**src/rtl/audio_pwm_out.sv**
```systemverilog
// audio_pwm_out: buffers 8-bit audio samples in a small FIFO and plays each one
// as the duty cycle of one 256-tick PWM period.
// Optional build macro AUDIO_PWM_HOLD_LAST_EN: on underrun keep the previous
// duty instead of dropping to mid-scale (0x80).
//
// state  | meaning
// S_IDLE | waiting for the first sample; cnt parked at 255, output low
// S_RUN  | PWM active; a new duty is taken at every period boundary
module audio_pwm_out #(
    parameter int PRESCALE   = 1,
    parameter int FIFO_DEPTH = 4
) (
    input  logic                            clk,
    input  logic                            rst,
    input  logic [7:0]                      wave,
    input  logic                            wave_valid,
    output logic                            wave_ready,
    output logic                            pwm_out,
    output logic                            underrun,
    output logic [$clog2(FIFO_DEPTH):0]     fifo_level
);

    localparam int PW  = $clog2(FIFO_DEPTH);
    localparam int LW  = PW + 1;
    localparam int PSW = (PRESCALE > 1) ? $clog2(PRESCALE) : 1;

    typedef enum logic {S_IDLE, S_RUN} state_t;

    state_t          state_q, state_d;
    logic [7:0]      cnt_q, cnt_d;
    logic [7:0]      duty_q, duty_d;
    logic [PSW-1:0]  presc_q, presc_d;
    logic            pwm_q, pwm_d;
    logic            underrun_q, underrun_d;
    logic [PW-1:0]   wr_ptr_q, wr_ptr_d;
    logic [PW-1:0]   rd_ptr_q, rd_ptr_d;
    logic [LW-1:0]   count_q, count_d;
    logic [7:0]      mem_q [FIFO_DEPTH];

    logic            tick;
    logic            push;
    logic            pop;
    logic            fifo_empty;
    logic [7:0]      head;

    assign wave_ready = (count_q < LW'(FIFO_DEPTH));
    assign push       = wave_valid && wave_ready;
    assign fifo_empty = (count_q == '0);
    assign head       = mem_q[rd_ptr_q];
    assign tick       = (presc_q == PSW'(PRESCALE - 1));

    assign pwm_out    = pwm_q;
    assign underrun   = underrun_q;
    assign fifo_level = count_q;

    // Sequencing FSM, PWM counter, duty selection and FIFO pointer arithmetic.
    always_comb begin
        state_d    = state_q;
        cnt_d      = cnt_q;
        duty_d     = duty_q;
        underrun_d = 1'b0;
        pop        = 1'b0;
        presc_d    = tick ? '0 : presc_q + PSW'(1);

        if (tick) begin
            case (state_q)
                S_IDLE: begin
                    cnt_d = 8'hFF;
                    if (!fifo_empty) begin
                        pop     = 1'b1;
                        duty_d  = head;
                        cnt_d   = 8'h00;
                        state_d = S_RUN;
                    end
                end
                S_RUN: begin
                    cnt_d = cnt_q + 8'd1;
                    if (cnt_q == 8'hFF) begin
                        if (!fifo_empty) begin
                            pop    = 1'b1;
                            duty_d = head;
                        end else begin
                            underrun_d = 1'b1;
`ifdef AUDIO_PWM_HOLD_LAST_EN
                            duty_d = duty_q;
`else
                            duty_d = 8'h80;
`endif
                        end
                    end
                end
                default: state_d = S_IDLE;
            endcase
        end

        pwm_d    = (state_q == S_RUN) && (cnt_q < duty_q);
        wr_ptr_d = push ? wr_ptr_q + PW'(1) : wr_ptr_q;
        rd_ptr_d = pop  ? rd_ptr_q + PW'(1) : rd_ptr_q;
        case ({push, pop})
            2'b10:   count_d = count_q + LW'(1);
            2'b01:   count_d = count_q - LW'(1);
            default: count_d = count_q;
        endcase
    end

    // Control registers with synchronous reset; reset empties the FIFO.
    always_ff @(posedge clk) begin
        if (rst) begin
            state_q    <= S_IDLE;
            cnt_q      <= 8'hFF;
            duty_q     <= 8'h00;
            presc_q    <= '0;
            pwm_q      <= 1'b0;
            underrun_q <= 1'b0;
            wr_ptr_q   <= '0;
            rd_ptr_q   <= '0;
            count_q    <= '0;
        end else begin
            state_q    <= state_d;
            cnt_q      <= cnt_d;
            duty_q     <= duty_d;
            presc_q    <= presc_d;
            pwm_q      <= pwm_d;
            underrun_q <= underrun_d;
            wr_ptr_q   <= wr_ptr_d;
            rd_ptr_q   <= rd_ptr_d;
            count_q    <= count_d;
        end
    end

    // Sample storage; contents are don't-care while the occupancy count is zero.
    always_ff @(posedge clk) begin
        if (push && !rst) begin
            mem_q[wr_ptr_q] <= wave;
        end
    end

endmodule

```
**config.mk**
```make
export PLATFORM = sky130hd
export DESIGN_NAME = audio_pwm_out
export DESIGN_NICKNAME = d
export VERILOG_FILES = /design/src/rtl/audio_pwm_out.sv
export SDC_FILE = /design/constraint.sdc
export NUM_CORES = 1
export LEC_CHECK = 0
export CAP_MARGIN = 20
export CORE_ASPECT_RATIO = 0.7
export CORE_MARGIN = 1
export CORE_UTILIZATION = 58
export DETAILED_ROUTE_END_ITERATION = 8
export PLACE_DENSITY = 0.85
export RECOVER_POWER = 25
export SKIP_LAST_GASP = 1
export SYNTH_ARGS = -nofsm -noshare
export SYNTH_HDL_FRONTEND = slang
export SYNTH_SLANG_ARGS = --single-unit
```
**constraint.sdc**
```tcl
create_clock -name clk -period 3 [get_ports clk]
set_input_delay 0.6 -clock clk [delete_from_list [all_inputs] [get_ports clk]]
set_output_delay 0.6 -clock clk [all_outputs]
set_load 0.02 [all_outputs]
```
==> flow_metrics.env <==
export IMPL_outcome="completed"
export IMPL_floorplan_die_width_um=84.4
export IMPL_number_of_antenna_violations_at_the_first_check_in_global_routing=0
export IMPL_worst_setup_hold_path_clk_slew_ps=80
export IMPL_fin_cells=302
export IMPL_hp_class="flip-flop to flip-flop"
export IMPL_tritoncts="built"
export IMPL_setup_worst_path_class="flip-flop to flip-flop"
export IMPL_ioPinCount=17
export IMPL_drtIter0Drc=114
export IMPL_critical_path_max_stage_delay_ps=420
export IMPL_finalCritPeriodShare=0.893
export IMPL_timing_max_slew_rel_slack=0.587
export IMPL_final_hold_viol_count=0
export IMPL_die_area_sq_um=5040
export IMPL_initial_core_util=0.619
export IMPL_synth_main_ff_cell="edfxtp_1"
export IMPL_cts_num_sinks=61
export IMPL_cp_slowest_cell="or3_2"
export IMPL_die_height_um=59.7
export IMPL_finalSetupViolations=0
export IMPL_seqCellArea_sq_um=1540
export IMPL_ys_seq_elements=61
export IMPL_cts_path_max_buffers=2
export IMPL_first_global_vias=1668
export IMPL_asyncSetResetFlopFracSynth=0
export IMPL_cts_hold_fix_buffers=0
export IMPL_ys_seq_area_frac=0.559
export IMPL_ir_drop_uv=756
export IMPL_slew_violations=0
export IMPL_route_detailed_wl_per_inst_um=16.0
export IMPL_dr_total_vias=1749
export IMPL_first_pass_grt_wire_length_um=8020
export IMPL_ctsRootBufferMaster="clkbuf_8"
export IMPL_timing_worst_slew_pin_value_ps=619
export IMPL_post_drt_via_cell_ratio=5.79
export IMPL_routed_wirelength_um=4820
export IMPL_worst_skew_pair_late_latency_ps=350
export IMPL_path_common_cell="ha_1"
export IMPL_max_cap_violations=0
export IMPL_layout_core_utilization=0.702
export IMPL_worstSetupStartpointType="flip-flop"
export IMPL_global_route_usage_total=0.222
export IMPL_syn_area_sq_um=2760
export IMPL_fillerInstances=307
export IMPL_crit_path_max_fanout=6
export IMPL_count_of_nets_after_finishing=267
export IMPL_post_cts_resized_instances=0
export IMPL_multiInputGateArea_sq_um=1090
export IMPL_power_per_cell_area_nw_per_um2=857
export IMPL_post_synth_inst_count=223
export IMPL_cts_made_buffers=9
export IMPL_finalWeightedCongestion=0.850
export IMPL_layout_commonest_cell="edfxtp_1"
export IMPL_rsz_0062_raised_after_global_routing="false"
export IMPL_post_cts_setup_buffer_count=0
export IMPL_leakage_uw=0.00117
export IMPL_rows=20
export IMPL_detail_route_drc_violations=0
export IMPL_critical_path_required_ps=3290
export IMPL_crit_path_capture_type="flip-flop"
export IMPL_hpwl_detailed_um=3320
export IMPL_antenna_left=0
export IMPL_timing_setup_tns_ps=0
export IMPL_p_total_uw=2680
export IMPL_worstPathCellList="ha_1 -> nand3_1 -> o21a_1 -> nor3_4 -> ha_1 -> inv_1 -> fa_1 -> xor2_1 -> or3_2 -> a21oi_1"
export IMPL_placedCellCount=286
export IMPL_pin_count_of_the_biggest_net_entering_global_routing=30
export IMPL_gr_total_overflow=0
export IMPL_area_growth_syn_to_layout_pct=13.3
export IMPL_numPortBuffers=16
export IMPL_first_pass_iters=4
export IMPL_antenna_cells_inserted=0
export IMPL_achievable_frequency_ghz=0.373
export IMPL_yosys_warnings=0
export IMPL_synth_cell_type_count=46
export IMPL_layout_cells_most_common_list="edfxtp_1, dfxtp_1, inv_1"
export IMPL_critPathArrivalTime_ps=2960
export IMPL_post_route_cells_drive_above_1_share=0.142
export IMPL_floorplan_core_area_sq_um=4450
export IMPL_fin_crit_ps=2680
export IMPL_synth_avg_cell_area_sq_um=12.4
export IMPL_timing_clock_skew_ps=9.68
export IMPL_cts_htree_levels=3
export IMPL_synth_fp_nets=248
export IMPL_synth_enable_flop_cells=32
-- stage by stage --
step	setup slack (ps)	instance area [sq um]	hold WS [ps]
5_1_grt	118	3130	522
6_report	322	3130	474
2_1_floorplan	594	2760	430
3_5_place_dp	317	2940	464
3_3_place_gp	372	2940	448
4_1_cts	306	3130	467
-- area by class of cell --
class                      count  area share
inverter                      17      0.0204
multi-input combinational    135       0.350
clock inverter                 7      0.0188
clock buffer                   9      0.0396
tap                           55      0.0220
timing repair buffer          18      0.0560
sequential                    61       0.493
-- final timing paths --
path	from	to	slack (ps)	depth (start not counted)
max	cnt_q[0]	fifo_level[2]	320	10
min	duty_q[7]	duty_q[7]	470	2
max reg2reg	cnt_q[0]	fifo_level[2]	320	10
min reg2reg	duty_q[7]	duty_q[7]	470	2
-- Yosys cell counts (4+ instances only) --
library cell / n / share of area
mux4_2: 8 / 0.065
a21oi_1: 15 / 0.027
nand4_1: 4 / 0.0091
ha_1: 13 / 0.059
a21o_1: 5 / 0.014
nand2_1: 10 / 0.014
inv_1: 17 / 0.023
mux2i_1: 7 / 0.025
and2_1: 4 / 0.0091
dfxtp_1: 29 / 0.21
nor2_1: 16 / 0.022
clkbuf_1: 5 / 0.0068
nand2b_1: 9 / 0.020
edfxtp_1: 32 / 0.35
-- report_power, final --
part	internal, uW	switching [uW]	leakage, uW
sequential	1020	145	0.000528
combinational	400	450	0.000559
clock	308	360	0.0000864
-- state kept, by name, summed over array words and instances (netlist names), named ones only --
name	cells
presc_q	1
fifo_level	3
mem_q	32
wr_ptr_q	2
rd_ptr_q	2
underrun	1
state_q	1
cnt_q	8
pwm_out	1
duty_q	8
-- worst max-delay path, delay by kind of cell, from the launching register on --
kind | cells | cell delay [ps]
compound gates | 2 | 410
fa+ha+maj | 3 | 820
buf+inv | 1 | 60
flops | 1 | 410
simple gates | 3 | 750
xor+xnor | 1 | 160
-- metal layers --
metal | track usage | part of all wire | wire length [um] | up-vias
met3 | 0.0981 | 0.061 | 296 | 7
met4 | 0.0775 | 0.011 | 53 | 0
met1 | 0.280 | 0.46 | 2240 | 841
met5 | 0 | 0 | 0 | -
met2 | 0.349 | 0.46 | 2230 | 50
li1 | - | - | - | 851
-- kinds of logic after synthesis --
kind of cell,count (synthesis),synth area share
compound gates,39,0.0948
other cells,1,0.00136
mux,18,0.103
simple gates,60,0.122
fa+ha+maj,14,0.0662
buf+inv,27,0.0444
flops,61,0.559
xor+xnor,3,0.00953
(Power assumes the default switching activity.)
